===== src/rtl/fetch_sequencer_pkg.sv =====
`default_nettype none
// ============================================================================
//  Module      : fetch_sequencer_pkg
//  Description : Shared encodings for the fetch sequencer: branch-select
//                codes, MUX C select values, fetch FSM states and the
//                branch-decode helper.
//  Revision    : 1.0 - initial release
// ============================================================================
package fetch_sequencer_pkg;

    // Branch select (BS) encodings presented by the execute stage
    localparam logic [1:0] BS_NONE = 2'b00;
    localparam logic [1:0] BS_COND = 2'b01;
    localparam logic [1:0] BS_JREG = 2'b10;
    localparam logic [1:0] BS_JMP  = 2'b11;

    // MUX C select values driven back to the PC source mux
    localparam logic [1:0] SEL_PC1 = 2'd0;
    localparam logic [1:0] SEL_BRA = 2'd1;
    localparam logic [1:0] SEL_RAA = 2'd2;

    typedef enum logic [0:0] {
        FETCH    = 1'b0,
        REDIRECT = 1'b1
    } fetch_state_t;

    // Resolve BS/PS/Z into a MUX C select; a conditional branch is taken
    // when the zero flag equals the requested polarity.
    function automatic logic [1:0] branch_sel(input logic [1:0] bs,
                                              input logic       ps,
                                              input logic       z);
        logic [1:0] sel;
        case (bs)
            BS_NONE: sel = SEL_PC1;
            BS_COND: sel = (z == ps) ? SEL_BRA : SEL_PC1;
            BS_JREG: sel = SEL_RAA;
            BS_JMP:  sel = SEL_BRA;
            default: sel = SEL_PC1;
        endcase
        return sel;
    endfunction

endpackage
`default_nettype wire


===== src/rtl/fetch_sequencer_if.sv =====
`default_nettype none
// ============================================================================
//  Module      : fetch_sequencer_if
//  Description : Bundle of the branch-resolution, decode-handshake and
//                instruction-memory signals of the fetch sequencer. The
//                master modport is the sequencer itself; slave is its
//                environment (execute, decode and instruction memory).
//  Revision    : 1.0 - initial release
// ============================================================================
interface fetch_sequencer_if #(
    parameter int W  = 16,
    parameter int IW = 32
);
    logic          BR_VALID;
    logic [1:0]    BS;
    logic          PS;
    logic          Z;
    logic [W-1:0]  BrA;
    logic [W-1:0]  RAA;
    logic          STALL;
    logic          IMEM_ACK;
    logic [IW-1:0] IMEM_DATA;
    logic          IMEM_REQ;
    logic [W-1:0]  IMEM_ADDR;
    logic [IW-1:0] IR_OUT;
    logic          IR_VALID;
    logic [W-1:0]  PC_1;
    logic [1:0]    MUX_C_SEL;
    logic          FLUSH;

    modport master (
        input  BR_VALID, BS, PS, Z, BrA, RAA, STALL, IMEM_ACK, IMEM_DATA,
        output IMEM_REQ, IMEM_ADDR, IR_OUT, IR_VALID, PC_1, MUX_C_SEL, FLUSH
    );

    modport slave (
        output BR_VALID, BS, PS, Z, BrA, RAA, STALL, IMEM_ACK, IMEM_DATA,
        input  IMEM_REQ, IMEM_ADDR, IR_OUT, IR_VALID, PC_1, MUX_C_SEL, FLUSH
    );
endinterface
`default_nettype wire


===== src/rtl/fetch_sequencer_queue.sv =====
`default_nettype none
// ============================================================================
//  Module      : fetch_queue
//  Description : Two-deep shift FIFO. Entry 0 is always the head, so the
//                head is a plain register output. Supports simultaneous
//                push and pop, and a clear that wins over both.
//  Revision    : 1.0 - initial release
// ============================================================================
module fetch_queue #(
    parameter int DW = 48
) (
    input  wire logic          clk,
    input  wire logic          rst,
    input  wire logic          clear_i,
    input  wire logic          push_i,
    input  wire logic          pop_i,
    input  wire logic [DW-1:0] data_i,
    output logic [DW-1:0]      data_o,
    output logic [1:0]         count_o,
    output logic               valid_o
);
    logic [DW-1:0] ent0_q, ent0_d;
    logic [DW-1:0] ent1_q, ent1_d;
    logic [1:0]    count_q, count_d;
    logic          pop_ok;
    logic          push_ok;

    // Guard against pops when empty and pushes that would overflow
    always_comb begin
        pop_ok  = pop_i & (count_q != 2'd0);
        push_ok = push_i & ((count_q != 2'd2) | pop_ok);
    end

    // Next entry contents and occupancy
    always_comb begin
        ent0_d  = ent0_q;
        ent1_d  = ent1_q;
        count_d = count_q;
        if (clear_i) begin
            count_d = 2'd0;
        end else begin
            case ({push_ok, pop_ok})
                2'b10: begin
                    if (count_q == 2'd0) ent0_d = data_i;
                    else                 ent1_d = data_i;
                    count_d = count_q + 2'd1;
                end
                2'b01: begin
                    ent0_d  = ent1_q;
                    count_d = count_q - 2'd1;
                end
                2'b11: begin
                    // Occupancy unchanged; the new word lands behind
                    // whatever survives the pop.
                    if (count_q == 2'd2) begin
                        ent0_d = ent1_q;
                        ent1_d = data_i;
                    end else begin
                        ent0_d = data_i;
                    end
                end
                default: ;
            endcase
        end
    end

    // Entry and count registers
    always_ff @(posedge clk or posedge rst) begin
        if (rst) begin
            ent0_q  <= '0;
            ent1_q  <= '0;
            count_q <= 2'd0;
        end else begin
            ent0_q  <= ent0_d;
            ent1_q  <= ent1_d;
            count_q <= count_d;
        end
    end

    assign data_o  = ent0_q;
    assign count_o = count_q;
    assign valid_o = (count_q != 2'd0);

endmodule
`default_nettype wire


===== src/rtl/fetch_sequencer.sv =====
`default_nettype none
// ============================================================================
//  Module      : fetch_sequencer
//  Description : Instruction-fetch and next-PC controller. Owns the PC,
//                issues one outstanding instruction-memory request at a time,
//                buffers up to two fetched words for decode and redirects the
//                PC on taken branches, flushing wrong-path work.
//  Revision    : 1.0 - initial release
// ============================================================================
module fetch_sequencer
    import fetch_sequencer_pkg::*;
#(
    parameter int           W            = 16,
    parameter int           IW           = 32,
    parameter logic [W-1:0] RESET_VECTOR = '0
) (
    input  wire logic            CLOCK,
    input  wire logic            RESET,
    fetch_sequencer_if.master    bus
);
    localparam int           QW  = IW + W;
    localparam logic [W-1:0] ONE = {{(W-1){1'b0}}, 1'b1};

    fetch_state_t  state_q, state_d;
    logic [W-1:0]  pc_q, pc_d;
    logic [W-1:0]  addr_q, addr_d;
    logic          req_q, req_d;
    logic          flush_q, flush_d;

    logic [1:0]    sel;
    logic [W-1:0]  target;
    logic          taken;
    logic          ack_acc;
    logic          pop;
    logic          push;
    logic          launch;
    logic [1:0]    q_count;
    logic [1:0]    count_after;
    logic          q_valid;
    logic [QW-1:0] q_head;
    logic [QW-1:0] q_din;

    // Branch decode into the MUX C select; forced to PC+1 during reset
    always_comb begin
        sel = SEL_PC1;
        if (!RESET && bus.BR_VALID) begin
            sel = branch_sel(bus.BS, bus.PS, bus.Z);
        end
        target = (sel == SEL_RAA) ? bus.RAA : bus.BrA;
        taken  = bus.BR_VALID & (sel != SEL_PC1);
    end

    // Handshake qualifiers: ACKs only count with a request outstanding,
    // and wrong-path data (taken now, or REDIRECT) is never queued.
    always_comb begin
        ack_acc     = bus.IMEM_ACK & req_q;
        pop         = q_valid & ~bus.STALL & ~taken;
        push        = ack_acc & (state_q == FETCH) & ~taken;
        count_after = q_count - {1'b0, pop};
        launch      = (state_q == FETCH) & ~req_q & ~taken & (count_after < 2'd2);
        q_din       = {bus.IMEM_DATA, addr_q + ONE};
    end

    // Next PC, request, flush and FSM state
    always_comb begin
        state_d = state_q;
        pc_d    = pc_q;
        addr_d  = addr_q;
        req_d   = req_q;
        flush_d = 1'b0;

        if (taken) begin
            pc_d    = target;
            flush_d = 1'b1;
        end else if (launch) begin
            pc_d   = pc_q + ONE;
            addr_d = pc_q;
        end

        if (ack_acc) begin
            req_d = 1'b0;
        end else if (launch) begin
            req_d = 1'b1;
        end

        case (state_q)
            FETCH: begin
                // An unanswered request must drain before refetching
                if (taken && req_q && !ack_acc) state_d = REDIRECT;
            end
            REDIRECT: begin
                if (ack_acc) state_d = FETCH;
            end
            default: state_d = FETCH;
        endcase
    end

    // Sequencer registers
    always_ff @(posedge CLOCK or posedge RESET) begin
        if (RESET) begin
            state_q <= FETCH;
            pc_q    <= RESET_VECTOR;
            addr_q  <= '0;
            req_q   <= 1'b0;
            flush_q <= 1'b0;
        end else begin
            state_q <= state_d;
            pc_q    <= pc_d;
            addr_q  <= addr_d;
            req_q   <= req_d;
            flush_q <= flush_d;
        end
    end

    fetch_queue #(
        .DW (QW)
    ) u_queue (
        .clk     (CLOCK),
        .rst     (RESET),
        .clear_i (taken),
        .push_i  (push),
        .pop_i   (pop),
        .data_i  (q_din),
        .data_o  (q_head),
        .count_o (q_count),
        .valid_o (q_valid)
    );

    assign bus.IMEM_REQ  = req_q;
    assign bus.IMEM_ADDR = addr_q;
    assign bus.IR_OUT    = q_head[QW-1:W];
    assign bus.PC_1      = q_head[W-1:0];
    assign bus.IR_VALID  = q_valid;
    assign bus.MUX_C_SEL = sel;
    assign bus.FLUSH     = flush_q;

endmodule
`default_nettype wire


===== src/flat_wrapper.sv =====
// flat-port wrapper written by rule: the top's interface ports become plain ports
module fetch_sequencer_flat import fetch_sequencer_pkg::*;
#(
    parameter int           W            = 16,
    parameter int           IW           = 32,
    parameter logic [W-1:0] RESET_VECTOR = '0
)
  (CLOCK, RESET, bus_BR_VALID, bus_BS, bus_PS, bus_Z, bus_BrA, bus_RAA, bus_STALL, bus_IMEM_ACK, bus_IMEM_DATA, bus_IMEM_REQ, bus_IMEM_ADDR, bus_IR_OUT, bus_IR_VALID, bus_PC_1, bus_MUX_C_SEL, bus_FLUSH);
  fetch_sequencer_if #(.W(W), .IW(IW)) bus_i ();
  input  wire logic CLOCK;
  input  wire logic RESET;
  input wire logic [$bits(bus_i.BR_VALID)-1:0] bus_BR_VALID;
  input wire logic [$bits(bus_i.BS)-1:0] bus_BS;
  input wire logic [$bits(bus_i.PS)-1:0] bus_PS;
  input wire logic [$bits(bus_i.Z)-1:0] bus_Z;
  input wire logic [$bits(bus_i.BrA)-1:0] bus_BrA;
  input wire logic [$bits(bus_i.RAA)-1:0] bus_RAA;
  input wire logic [$bits(bus_i.STALL)-1:0] bus_STALL;
  input wire logic [$bits(bus_i.IMEM_ACK)-1:0] bus_IMEM_ACK;
  input wire logic [$bits(bus_i.IMEM_DATA)-1:0] bus_IMEM_DATA;
  output wire logic [$bits(bus_i.IMEM_REQ)-1:0] bus_IMEM_REQ;
  output wire logic [$bits(bus_i.IMEM_ADDR)-1:0] bus_IMEM_ADDR;
  output wire logic [$bits(bus_i.IR_OUT)-1:0] bus_IR_OUT;
  output wire logic [$bits(bus_i.IR_VALID)-1:0] bus_IR_VALID;
  output wire logic [$bits(bus_i.PC_1)-1:0] bus_PC_1;
  output wire logic [$bits(bus_i.MUX_C_SEL)-1:0] bus_MUX_C_SEL;
  output wire logic [$bits(bus_i.FLUSH)-1:0] bus_FLUSH;
  assign bus_i.BR_VALID = bus_BR_VALID;
  assign bus_i.BS = bus_BS;
  assign bus_i.PS = bus_PS;
  assign bus_i.Z = bus_Z;
  assign bus_i.BrA = bus_BrA;
  assign bus_i.RAA = bus_RAA;
  assign bus_i.STALL = bus_STALL;
  assign bus_i.IMEM_ACK = bus_IMEM_ACK;
  assign bus_i.IMEM_DATA = bus_IMEM_DATA;
  assign bus_IMEM_REQ = bus_i.IMEM_REQ;
  assign bus_IMEM_ADDR = bus_i.IMEM_ADDR;
  assign bus_IR_OUT = bus_i.IR_OUT;
  assign bus_IR_VALID = bus_i.IR_VALID;
  assign bus_PC_1 = bus_i.PC_1;
  assign bus_MUX_C_SEL = bus_i.MUX_C_SEL;
  assign bus_FLUSH = bus_i.FLUSH;
  fetch_sequencer #(.W(W), .IW(IW), .RESET_VECTOR(RESET_VECTOR)) u_core (.CLOCK(CLOCK), .RESET(RESET), .bus(bus_i));
endmodule

===== config.mk =====
export PLATFORM = sky130hd
export DESIGN_NAME = fetch_sequencer_flat
export DESIGN_NICKNAME = d
export VERILOG_FILES = /design/src/rtl/fetch_sequencer_pkg.sv /design/src/rtl/fetch_sequencer_if.sv /design/src/rtl/fetch_sequencer_queue.sv /design/src/rtl/fetch_sequencer.sv /design/src/flat_wrapper.sv
export SDC_FILE = /design/constraint.sdc
export NUM_CORES = 1
export LEC_CHECK = 0
export ABC_AREA = 1
export BUFFER_PORTS_ARGS = -buffer_cell sky130_fd_sc_hd__buf_2
export CAP_MARGIN = 40
export CORE_ASPECT_RATIO = 1.1
export CORE_MARGIN = 2
export CORE_UTILIZATION = 55
export CTS_CLUSTER_DIAMETER = 30
export DETAILED_ROUTE_END_ITERATION = 16
export GPL_TIMING_DRIVEN = 0
export PLACE_DENSITY = 0.82
export SLEW_MARGIN = 20
export SYNTH_ARGS = -nofsm -noshare
export SYNTH_HDL_FRONTEND = slang
export SYNTH_HIERARCHICAL = 1
export SYNTH_SLANG_ARGS = --single-unit

===== constraint.sdc =====
create_clock -name CLOCK -period 3.41 [get_ports CLOCK]
set_input_delay 0.5115 -clock CLOCK [delete_from_list [all_inputs] [get_ports CLOCK]]
set_output_delay 0.5115 -clock CLOCK [all_outputs]
set_load 0.05 [all_outputs]

Yosys cells after proc, flatten, opt, wreduce, memory -nomap -nowiden
Cells that the tools add are included.
- reductions and logical operators: 17
- magnitude comparators: 1
- eq/ne operators: 13
- mux-type cells: 20
- $add $sub $neg: 5
- bitwise gates (word level): 16
- operators by type and width (kind ; count):
    $mux 48 ; 4
    $pmux 48 s3 ; 1
    $pmux 48 s2 ; 1
    $mux 16 ; 3
    $add 16x1->16 const B ; 2
    $eq 2x2->1 const B ; 6
    $and 1x1->1 ; 11
    $reduce_bool 2->1 ; 5
    $ne 2x2->1 const B ; 4
    $pmux 2 s4 ; 1
    $mux 1 ; 6
    $reduce_bool 3->1 ; 2
    $eq 2x1->1 const B ; 2
    $logic_not 2->1 ; 2
    $mux 2 ; 2
    $not 1->1 ; 4
    $pmux 2 s2 ; 1
    $reduce_and 4->1 ; 1
    $logic_and 1x1->1 ; 3
    $reduce_and 3->1 ; 1
    $add 2x1->2 const B ; 1
    $logic_not 1->1 ; 2
    $lt 2x2->1 const B ; 1
    $pmux 1 s2 ; 1
    5 further kinds ; 5
- output and inout bits: 69
- bits in registers: 133
- bits of input ports: 73
- word-level logic and storage cells: 80

Depth between registers and ports, before layout
Gate-level depths: netlist (run 1).
- depth in word-level cells: 14
- mapped depth: 15
- gate-level depth less buffers: 12

By module
Netlist (run 1), hierarchy kept.
- by module, submodules not included (module ; seq. area each (µm²) ; area an instance (µm²) ; cells each ; times used):
    fetch_queue ; 2452.4 ; 4529.3 ; 594 ; 1
    fetch_sequencer ; 875.8 ; 2469.9 ; 368 ; 1

Least setup slack after synthesis (run 1)
No wires, ideal clock.
- kind: input to register
- from: input port RESET
- to: register u_core.u_queue.ent1_q[10]
- library setup time: 0.117 ns
- stages on the path: 15
- buffers on the path: 4
- required time: 3.293 ns
- slack: 0.501 ns
- data arrival time: 2.793 ns
- cells stage by stage: inv_2 -> nand2_2 -> inv_1 -> nand2_2 -> nand2_1 -> buf_2 -> buf_2 -> nor3_1 -> nand4_1 -> o21ai_2 -> nand2_1 -> buf_2 -> buf_2 -> nand2_1 -> nand2_1
- word-level cells in the longest chain between the ends: 13
- elaborated cells between the ends (all ways): 18
- those cells by class: 4 x eq/ne; 2 x mux; 7 x bitwise; 5 x reduce/logical
- ends and longest elaborated chain (item ; line ; RTL):
    from (decl) ; flat_wrapper.sv:11 ; input wire logic RESET;
    $logic_not 1->1 (no line) (*) ; n/a ;
    $logic_and 1x1->1 (*) ; fetch_sequencer.sv:46 ; if (!RESET && bus.BR_VALID) begin
    $mux 2 (*) ; fetch_sequencer.sv:46 ;
    $reduce_bool 2->1 (*) ; fetch_sequencer.sv:50 ; taken = bus.BR_VALID & (sel != SEL_PC1);
    $and 1x1->1 (*) ; fetch_sequencer.sv:50 ;
    $not 1->1 (no line) (*) ; n/a ;
    $and 1x1->1 (*) ; fetch_sequencer.sv:57 ; pop = q_valid & ~bus.STALL & ~taken;
    via u_core.pop ; fetch_sequencer.sv:34 ; logic pop;
    $and 1x1->1 (*) ; fetch_sequencer_queue.sv:30 ; pop_ok = pop_i & (count_q != 2'd0);
    $or 1x1->1 ; fetch_sequencer_queue.sv:31 ; push_ok = push_i & ((count_q != 2'd2) | pop_ok);
    $and 1x1->1 ; fetch_sequencer_queue.sv:31 ;
    $eq 2x2->1 ; fetch_sequencer_queue.sv:42 ; case ({push_ok, pop_ok})
    $ne 2x2->1 (no line) or $reduce_bool 2->1 (tied branches) ; n/a ;
    $reduce_and 4->1 (no line) ; n/a ;
    to (signal assigned) ; fetch_sequencer_queue.sv:75 ; ent1_q <= ent1_d;
    to (decl) ; fetch_sequencer_queue.sv:23 ; logic [DW-1:0] ent1_q, ent1_d;
Mark *: on every way through the listed nets, which the timed path passes. The rest lies on a longest branch.
A chain may end at the register's enable or synchronous reset.

Final worst setup path (run 1)
- from: input port RESET
- to: register u_core.u_queue.ent0_q[31], in the netlist u_core/u_queue/data_o[31]
- elaborated cells between the ends (all ways): 18
- those cells by class: 4 x eq/ne; 2 x mux; 7 x bitwise; 5 x reduce/logical
- RTL lines (item ; line ; RTL):
    $logic_not 1->1 (no line) (*) ; n/a ;
    $logic_and 1x1->1 (*) ; fetch_sequencer.sv:46 ;
    $mux 2 (*) ; fetch_sequencer.sv:46 ;
    $reduce_bool 2->1 (*) ; fetch_sequencer.sv:50 ;
    $and 1x1->1 (*) ; fetch_sequencer.sv:50 ;
    $not 1->1 (no line) (*) ; n/a ;
    $and 1x1->1 (*) ; fetch_sequencer.sv:58 ; push = ack_acc & (state_q == FETCH) & ~taken;
    via u_core.push ; fetch_sequencer.sv:35 ; logic push;
    $and 1x1->1 (*) ; fetch_sequencer_queue.sv:31 ;
    $eq 2x2->1 or $eq 2x1->1 (tied branches) ; fetch_sequencer_queue.sv:42 ;
    $ne 2x2->1 (no line) or $reduce_bool 3->1 (tied branches) ; n/a ;
    $reduce_and 3->1 (no line) ; n/a ;
    to (signal assigned) ; fetch_sequencer_queue.sv:74 ; ent0_q <= ent0_d;
    to (decl) ; fetch_sequencer_queue.sv:22 ; logic [DW-1:0] ent0_q, ent0_d;
Marked as above.

==> results_dict.tcl, run 1 <==
set metrics [dict create \
    status "complete, no violations" \
    p_int_uw 4450 \
    clk_pin_slew_ps 60 \
    p_comb_frac 0.444 \
    via_count 6475 \
    syn_area_um2 7000 \
    synth_nets 1037 \
    die_w_um 112 \
    synth_edf_count 0 \
    cpPeakStageDelay_ps 410 \
    core_um2 12500 \
    yosys-top-cells-area "dfrtp_1 (48%), nand2_1 (23%), nand3_1 (5.9%), inv_1 (5.0%), o21ai_0 (4.1%)" \
    power_frac_seq 0.322 \
    cap_viol_max_count 0 \
    htreeDepth 4 \
    power.total_uw 8250 \
    grt_pass1_wl_um 28800 \
    cp_max_fo 35 \
    vias_per_cell 5.00 \
    cts_sinks 133 \
    setup_viol 0 \
    dpl.hpwl_um 12400 \
    synthFlopType "dfrtp_1" \
    ios 142 \
    grt_antenna_before_repair 0 \
    cp-start-kind "input pin" \
    crit_top_cell "nand2_1" \
    worst_ep_required_time_ps 3760 \
    power_frac_clock 0.234 \
    synth.avg_cell_area_um2 7.28 \
    min_path_type "in2async" \
    antenna_cells 0 \
    track_usage 0.261 \
    ys_ff_latch 133 \
    synth_top_area_share 0.476 \
    worst-setup-path-type "in2reg" \
    synth_cells 962 \
    io_buffer_count 141 \
    path_cells "buf_2, inv_2, buf_12, nand2_2, nor2_2, a21oi_4, clkbuf_1, nand2_1, nor2_1, nand2_1, nand3_2, buf_2, buf_2, nand2_1, o21ai_0, nand2_1, nand2_1" \
    cts_buffers 17 \
    period_minus_slack_ps 2970 \
    dp_cells 1261 \
    min_period_over_period 0.870 \
    gp_congestion 0.940 \
    synth-seq-area-share 0.476 \
    cts_tree "done" \
    clockBufferDepth 2 \
    skew_ps 8.91 \
    start_util 0.558 \
    die_h_um 122 \
    antenna_left 0 \
    syn_to_final_growth_pct 22.8 \
    wl_per_cell_um 13.0 \
    power-per-cell-area_nw_per_um2 960 \
    clock_latency_ps 410 \
    place_worst_setup_slack_ps -327 \
    routed_wl_um 16900 \
    p_sw_uw 3800 \
    final_layout_size_suffix_gt1_frac 0.197 \
    crit_arrival_ps 3320 \
    final_nets 1200 \
    dieArea_um2 13600 \
    detail_route.iter0.violations 512 \
    leakage_uw 0.00480 \
    slew_headroom 0.635 \
    drt_drc_violations_left 0 \
    synth_top_cell_by_area "dfrtp_1" \
    fin_ws_ps 442 \
    vdd_drop_max_v 0.000626 \
    first_global_vias 6175 \
    postCtsSetupBuffers 0 \
    cts_root_buffer "clkbuf_16" \
    final_cell_mix "nand2_1 (434), buf_2 (159), dfrtp_1 (133), inv_1 (93), nand3_1 (82)" \
    fillers 1066 \
    drv_slew 0 \
    max_freq_mhz 337 \
    worst_pin_slew_ps 548 \
    stdcell_count 1294 \
    firstDrtPassIters 6 \
    switching_share 0.460 \
    rsz0062_at_grt "no" \
    ys_types 34 \
    hold_viol_final 0 \
    grt-ovfl-total 0 \
    final_common_cell "nand2_1" \
    grt_max_degree 52 \
    critPathSlowestCell "clkbuf_1" \
    fp-row-count 43 \
    synthArstFlopShare 1.00 \
    yosys_warnings 6 \
    end_kind "flop" \
]
[logic make-up after synthesis]
| family | count (synthesis) | synth area share |
|---|---|---|
| XOR/XNOR | 23 | 0.0288 |
| buffers and inverters | 147 | 0.0874 |
| AO/OA/AOI/OAI | 81 | 0.0649 |
| AND/OR/NAND/NOR | 575 | 0.338 |
| flip-flops | 133 | 0.476 |
| multiplexers | 1 | 0.00143 |
| adder cells (fa/ha/maj) | 2 | 0.00357 |
[critical path, delay by kind of cell]
kind / cells / cell delay [ps]
buffers and inverters: 6 / 1290
AND/OR/NAND/NOR: 9 / 1110
AO/OA/AOI/OAI: 2 / 370
[Yosys cell counts (all sizes together), types with 2 or more instances]
cell type,n
nand2,439
nor3,11
inv,99
o31ai,5
o211ai,3
a21oi,3
nand3,84
or2,3
buf,29
o21ai,69
ha,2
xor2,20
clkbuf,19
nor2,26
nand4,10
xnor2,3
dfrtp,133
[metal layers]
layer | global-route usage | up-vias | share of wire
met5 | 0 | - | 0
met4 | 0.0841 | 0 | 0.017
met3 | 0.0504 | 21 | 0.055
met2 | 0.438 | 210 | 0.48
met1 | 0.346 | 2935 | 0.45
li1 | - | 3309 | -
[sequential cells by signal, summed over array words and instances (netlist names)]
register,cells
u_core/bus.IMEM_ADDR,16
u_core/bus.IMEM_REQ,1
u_core/pc_q,16
u_core/bus.FLUSH,1
u_core/state_q,1
u_core/u_queue/count_o,2
u_core/u_queue/ent1_q,48
u_core/u_queue/data_o,48
[timing repair]
| action | in CTS | in global routing |
|---|---|---|
| gates resized for setup | 0 | 1 |
| setup endpoints to repair | 0 | 1 |
| hold buffers | 0 | 1 |
| hold endpoints to repair | 0 | 1 |
[path summary, 6_finish.rpt]
| kind | from | to | slack, ps | cells after the start |
|---|---|---|---|---|
| worst max-delay path | RESET | u_core/u_queue/data_o[31] | 440 | 17 |
| worst min-delay path | RESET | u_core/u_queue/data_o[13] | 130 | 2 |
| worst max register to register | u_core/u_queue/count_o[1] | u_core/u_queue/data_o[31] | 1080 | 11 |
| worst min register to register | u_core/u_queue/ent1_q[11] | u_core/u_queue/ent1_q[11] | 470 | 2 |
| max in group asynchronous | RESET | u_core/u_queue/data_o[34] | 2690 | 3 |
| min in group CLOCK | bus_IMEM_DATA[12] | u_core/u_queue/ent1_q[28] | 340 | 3 |
[power groups by stage]
stage / clock [µW] / sequential (µW) / combinational, µW
after floorplan: 0 / 3630 / 1760
final: 1930 / 2660 / 3660
after detailed placement: 0 / 2670 / 3640
after global placement: 0 / 2660 / 3560
after CTS: 1950 / 2650 / 3660
after global routing: 2030 / 2740 / 4050
[cell type report]
class | count | area, µm² | area share
sequential | 133 | 3330 | 0.387
multi-input combinational | 682 | 3060 | 0.356
timing repair buffer | 144 | 763 | 0.0888
clock buffer | 17 | 425 | 0.0495
inverter | 99 | 377 | 0.0438
buffer | 48 | 240 | 0.0279
clock inverter | 14 | 201 | 0.0234
tap | 157 | 196 | 0.0229
[metrics by stage]
step                setup TNS (ps)  hold WS (ps)  cell area (µm²)  utilization
floorplan                        0           442             7000            -
global placement            -85330           453             7900        0.630
detailed placement          -20510           458             7930        0.633
CTS                              0           149             8560        0.683
global route                     0           172             8600        0.686
finish                           0           134             8600        0.686
No activity file was read; power rests on OpenSTA's default activity.
==> run 2: changes to the inputs <==
--- a/config.mk
+++ b/config.mk
@@ -18,5 +18,4 @@
 export SLEW_MARGIN = 20
 export SYNTH_ARGS = -nofsm -noshare
 export SYNTH_HDL_FRONTEND = slang
-export SYNTH_HIERARCHICAL = 1
 export SYNTH_SLANG_ARGS = --single-unit
==> results_dict.tcl, run 2 <==
set metrics [dict create \
    routed-wl-met3_um 1210 \
    cap_viol_max_count 0 \
    start_util 0.556 \
    r2r_end "u_core.u_queue.data_o[16]" \
    r2r_cells 8 \
    yosys-top-cells-area "dfrtp_1 (46%), nand2_1 (19%), nor2_1 (5.9%), nand3_1 (5.7%), inv_1 (5.3%)" \
    syn_area_um2 7260 \
    ys_ff_latch 133 \
    vias_per_cell 5.24 \
    grt_max_degree 102 \
    track_usage 0.285 \
    worst-setup-path-type "in2out" \
    power_frac_seq 0.311 \
    final_common_cell "nand2_1" \
    final_nets 1269 \
    detail_route.iter0.violations 659 \
    leakage_uw 0.00474 \
    stdcell_count 1368 \
    core_um2 13000 \
    max_freq_mhz 387 \
    synth_commonest_cells "nand2_1 (371), dfrtp_1 (133), nor2_1 (115)" \
    cts_tree "done" \
    hold_slack_ps 52.2 \
    power.total_uw 9070 \
    met2_length_um 9520 \
    status "complete, no violations" \
    rsz0062_at_grt "no" \
    r2r_start "u_core.u_queue.count_o[0]" \
    grt_pass1_wl_um 32600 \
    synth_top_area_share 0.459 \
    gp_congestion 0.887 \
    postCtsSetupBuffers 0 \
    routed_wl_um 19400 \
    worst_ep_required_time_ps 2900 \
    yosysMostFrequentCell "nand2_1" \
    clk_pin_slew_ps 60 \
    cts_root_buffer "clkbuf_16" \
    synthArstFlopShare 1.00 \
    dieArea_um2 14100 \
    final_layout_size_suffix_gt1_frac 0.183 \
    drt_drc_violations_left 0 \
    hold_viol_final 0 \
    power_frac_clock 0.218 \
    fp-row-count 44 \
    cts_hold_buf 0 \
    cts_buffers 17 \
    cts_resized 0 \
    setup_viol 0 \
    synth_top_cell_by_area "dfrtp_1" \
    clock_latency_ps 420 \
    cp_max_fo 35 \
    synth-seq-area-share 0.459 \
    ys_types 30 \
    synth_edf_count 0 \
    min_path_type "in2async" \
    r2r_slack_ps 1240 \
    via_count 7165 \
    skew_ps 10.6 \
    period_minus_slack_ps 2580 \
    synthFlopType "dfrtp_1" \
    drv_slew 0 \
    clockBufferDepth 2 \
    synth.avg_cell_area_um2 7.03 \
    vdd_drop_max_v 0.000473 \
    yosys_warnings 0 \
    slew_headroom 0.580 \
    min_period_over_period 0.757 \
    cp-start-kind "input pin" \
    final_cell_mix "nand2_1 (371), buf_2 (154), dfrtp_1 (133), nor2_1 (115), inv_1 (102)" \
    antenna_cells 0 \
    p_int_uw 4690 \
    power-per-cell-area_nw_per_um2 1030 \
    htreeDepth 4 \
    p_sw_uw 4380 \
    synth_cells 1033 \
    routed.top_layer "met4" \
    io_buffer_count 141 \
    syn_to_final_growth_pct 21.8 \
    cts_sinks 133 \
    antenna_left 0 \
    crit_arrival_ps 2070 \
    end_kind "primary output" \
    worst_pin_slew_ps 629 \
    ios 142 \
    grt-ovfl-total 0 \
    dpl.hpwl_um 13700 \
    firstDrtPassIters 6 \
    dp_cells 1336 \
    fin_util 0.677 \
    p_comb_frac 0.471 \
    met1Wirelength_um 8130 \
    synth_nets 1108 \
    switching_share 0.483 \
    die_w_um 114 \
    wl_per_cell_um 14.1 \
    grt_antenna_before_repair 0 \
    die_h_um 124 \
    first_global_vias 6942 \
]
==> run 2: per-stage QoR <==
stage / TNS [ps] / worst slack, ps / area, µm²
after global routing: 0 / 629 / 8840
after detailed placement: 0 / 773 / 8200
after CTS: 0 / 767 / 8840
after global placement: -26680 / -517 / 8170
final: 0 / 827 / 8840
after floorplan: 0 / 335 / 7260
==> run 2: logic make-up after synthesis <==
logic type | Yosys count | synth area share
compound gates | 123 | 0.0888
xor+xnor | 17 | 0.0205
fa+ha+maj | 2 | 0.00345
buf+inv | 155 | 0.0871
flops | 133 | 0.459
simple gates | 603 | 0.342
==> run 2: metal layers <==
metal,vias up,global-route usage
li1,3558,-
met3,45,0.0501
met4,0,0.107
met1,3267,0.365
met2,295,0.482
met5,-,0
==> run 2: critical path, cell delays in order <==
cell	delay, ps
buf_2	130
inv_8	200
nand4_2	240
buf_2	250
inv_1	190
buf_2	240
buf_2	290
==> run 2: worst max path at each step <==
stage / startpoint / endpoint / cells after the start
6_report: RESET / bus_MUX_C_SEL[1] / 7
5_1_grt: RESET / bus_MUX_C_SEL[1] / 7
4_1_cts: RESET / bus_MUX_C_SEL[1] / 7
3_5_place_dp: RESET / bus_MUX_C_SEL[1] / 7
3_3_place_gp: RESET / bus_MUX_C_SEL[1] / 7
2_1_floorplan: RESET / bus_MUX_C_SEL[1] / 5
==> run 2: final cells by class <==
class | instances | area [µm²]
inverter | 108 | 413
clock buffer | 18 | 439
timing repair buffer | 142 | 733
clock inverter | 14 | 199
sequential | 133 | 3330
multi-input combinational | 745 | 3300
fill | 1107 | 4210
buffer | 47 | 226
tap | 161 | 201
==> run 2: power groups by stage <==
stage | clock network [µW] | logic (µW) | registers (µW)
2_1_floorplan | 0 | 2020 | 3930
3_3_place_gp | 0 | 4110 | 2800
3_5_place_dp | 0 | 4210 | 2830
4_1_cts | 1990 | 4260 | 2810
5_1_grt | 2060 | 4700 | 2910
6_report | 1970 | 4270 | 2820
==> run 3: changes to the inputs <==
--- a/config.mk
+++ b/config.mk
@@ -10,11 +10,11 @@
 export CAP_MARGIN = 40
 export CORE_ASPECT_RATIO = 1.1
 export CORE_MARGIN = 2
-export CORE_UTILIZATION = 55
+export CORE_UTILIZATION = 50
 export CTS_CLUSTER_DIAMETER = 30
 export DETAILED_ROUTE_END_ITERATION = 16
 export GPL_TIMING_DRIVEN = 0
-export PLACE_DENSITY = 0.82
+export PLACE_DENSITY = 0.78
 export SLEW_MARGIN = 20
 export SYNTH_ARGS = -nofsm -noshare
 export SYNTH_HDL_FRONTEND = slang
==> constraint.sdc (replaced) <==
create_clock -name CLOCK -period 2.3 [get_ports CLOCK]
set_input_delay 0.345 -clock CLOCK [delete_from_list [all_inputs] [get_ports CLOCK]]
set_output_delay 0.345 -clock CLOCK [all_outputs]
set_load 0.05 [all_outputs]
==> results_dict.tcl, run 3 (synthesis gave the netlist of run 2 again) <==
set metrics [dict create \
    status "complete, no violations" \
    cts_tree "done" \
    grt_max_degree 68 \
    clock_latency_ps 430 \
    cts_root_buffer "clkbuf_16" \
    drv_slew 0 \
    detail_route.iter0.violations 722 \
    die_w_um 119 \
    antenna_cells 0 \
    r2r_start "u_core.u_queue.count_o[0]" \
    slew_headroom 0.571 \
    via_count 7125 \
    final_nets 1274 \
    cts_sinks 133 \
    hold_viol_final 0 \
    grt-ovfl-total 0 \
    final_layout_size_suffix_gt1_frac 0.186 \
    min_period_over_period 0.876 \
    cts_buffers 17 \
    leakage_uw 0.00474 \
    gp_congestion 0.898 \
    core_um2 14300 \
    rsz0062_at_grt "no" \
    worst_ep_required_time_ps 2580 \
    first_global_vias 6483 \
    max_freq_mhz 496 \
    track_usage 0.255 \
    grt_pass1_wl_um 31400 \
    skew_ps 11.6 \
    power.total_uw 13200 \
    r2r_cells 9 \
    period_minus_slack_ps 2010 \
    stdcell_count 1404 \
    start_util 0.506 \
    dieArea_um2 15500 \
    worst_pin_slew_ps 644 \
    ios 142 \
    place_worst_setup_slack_ps -465 \
    r2r_slack_ps 290 \
    setup_viol 0 \
    vias_per_cell 5.07 \
    drt_drc_violations_left 0 \
    end_kind "flop" \
    wl_per_cell_um 13.8 \
    routed_wl_um 19400 \
    htreeDepth 4 \
    cap_viol_max_count 0 \
    final_cell_mix "nand2_1 (371), buf_2 (151), dfrtp_1 (133), nor2_1 (115), inv_1 (101)" \
    clk_pin_slew_ps 60 \
    min_path_type "in2async" \
    final_common_cell "nand2_1" \
    fp-row-count 46 \
    vdd_drop_max_v 0.000656 \
    power-per-cell-area_nw_per_um2 1480 \
    syn_to_final_growth_pct 22.5 \
    r2r_end "u_core.u_queue.ent1_q[11]" \
    dp_cells 1366 \
    grt_antenna_before_repair 0 \
    firstDrtPassIters 5 \
    die_h_um 130 \
    fin_ws_ps 285 \
    cp-start-kind "flop" \
    worst-setup-path-type "reg2reg" \
    io_buffer_count 141 \
    antenna_left 0 \
    crit_arrival_ps 2290 \
    clockBufferDepth 2 \
    cp_max_fo 10 \
    dpl.hpwl_um 13400 \
    hold_slack_ps 46.6 \
]
run 3: cell types whose count changed in the layout (fill, tap and decap cells not counted), moves of 2 or more:
cell / delta
buf_2: -3
clkinv_4: +3
dlygate4sd3_1: +3
bufinv_16: -2
clkbuf_1: -2
clkbuf_2: +2
clkbuf_4: +2
clkinv_2: +2
run 3: routing by layer:
layer	track usage	wire (µm)
met3	0.0415	1250
met4	0.0875	401
met1	0.339	8360
met5	0	0
met2	0.427	9410
run 3: cell type report:
class | instances | area, µm²
fill | 1326 | 5440
sequential | 133 | 3330
multi-input combinational | 745 | 3310
timing repair buffer | 145 | 761
clock buffer | 17 | 425
inverter | 108 | 422
tap | 192 | 240
buffer | 47 | 231
clock inverter | 15 | 158
timing repair inverter | 2 | 17.5
run 3: stage by stage:
step / cell area [µm²] / utilization / setup TNS (ps)
2_1_floorplan: 7270 / - / 0
3_3_place_gp: 8220 / 0.573 / -35200
3_5_place_dp: 8220 / 0.573 / -37510
4_1_cts: 8830 / 0.616 / 0
5_1_grt: 8890 / 0.620 / 0
6_report: 8890 / 0.620 / 0
run 3: timing repair:
action / 4_1_cts / 5_1_grt
setup buffers: 0 / 0
hold buffers: 0 / 4
endpoints found under the hold margin: 0 / 1
resized for setup: 3 / 7
setup endpoints to repair: 2 / 11
gates cloned: 2 / 0
run 3: how the worst max path moves through the flow:
stage	start	to	slack (ps)	cells after the start
2_1_floorplan	RESET	u_core.pc_q[5]	170	11
6_report	u_core.u_queue.count_o[0]	u_core.u_queue.ent1_q[11]	290	9
5_1_grt	u_core.bus.IMEM_REQ	u_core.u_queue.data_o[7]	50	10
3_3_place_gp	RESET	bus_MUX_C_SEL[1]	-450	7
4_1_cts	RESET	bus_MUX_C_SEL[1]	80	7
3_5_place_dp	RESET	bus_MUX_C_SEL[1]	-470	7
run 3: critical path, stage by stage (launching register included):
cell      delay [ps]
dfrtp_1          320
buf_4            160
nor2_2            90
nor2_4           140
nand3_4          160
inv_2            170
nand2_1           80
nand3_2          110
clkbuf_1         520
o21ai_1          120
run 3: report_power, final:
group	total, µW	internal, µW	switching, µW	leakage, µW
Sequential	4170	3390	778	0.00167
Combinational	6310	1720	4590	0.00280
Clock	2680	1600	1080	0.000275
Total	13200	6710	6450	0.00474
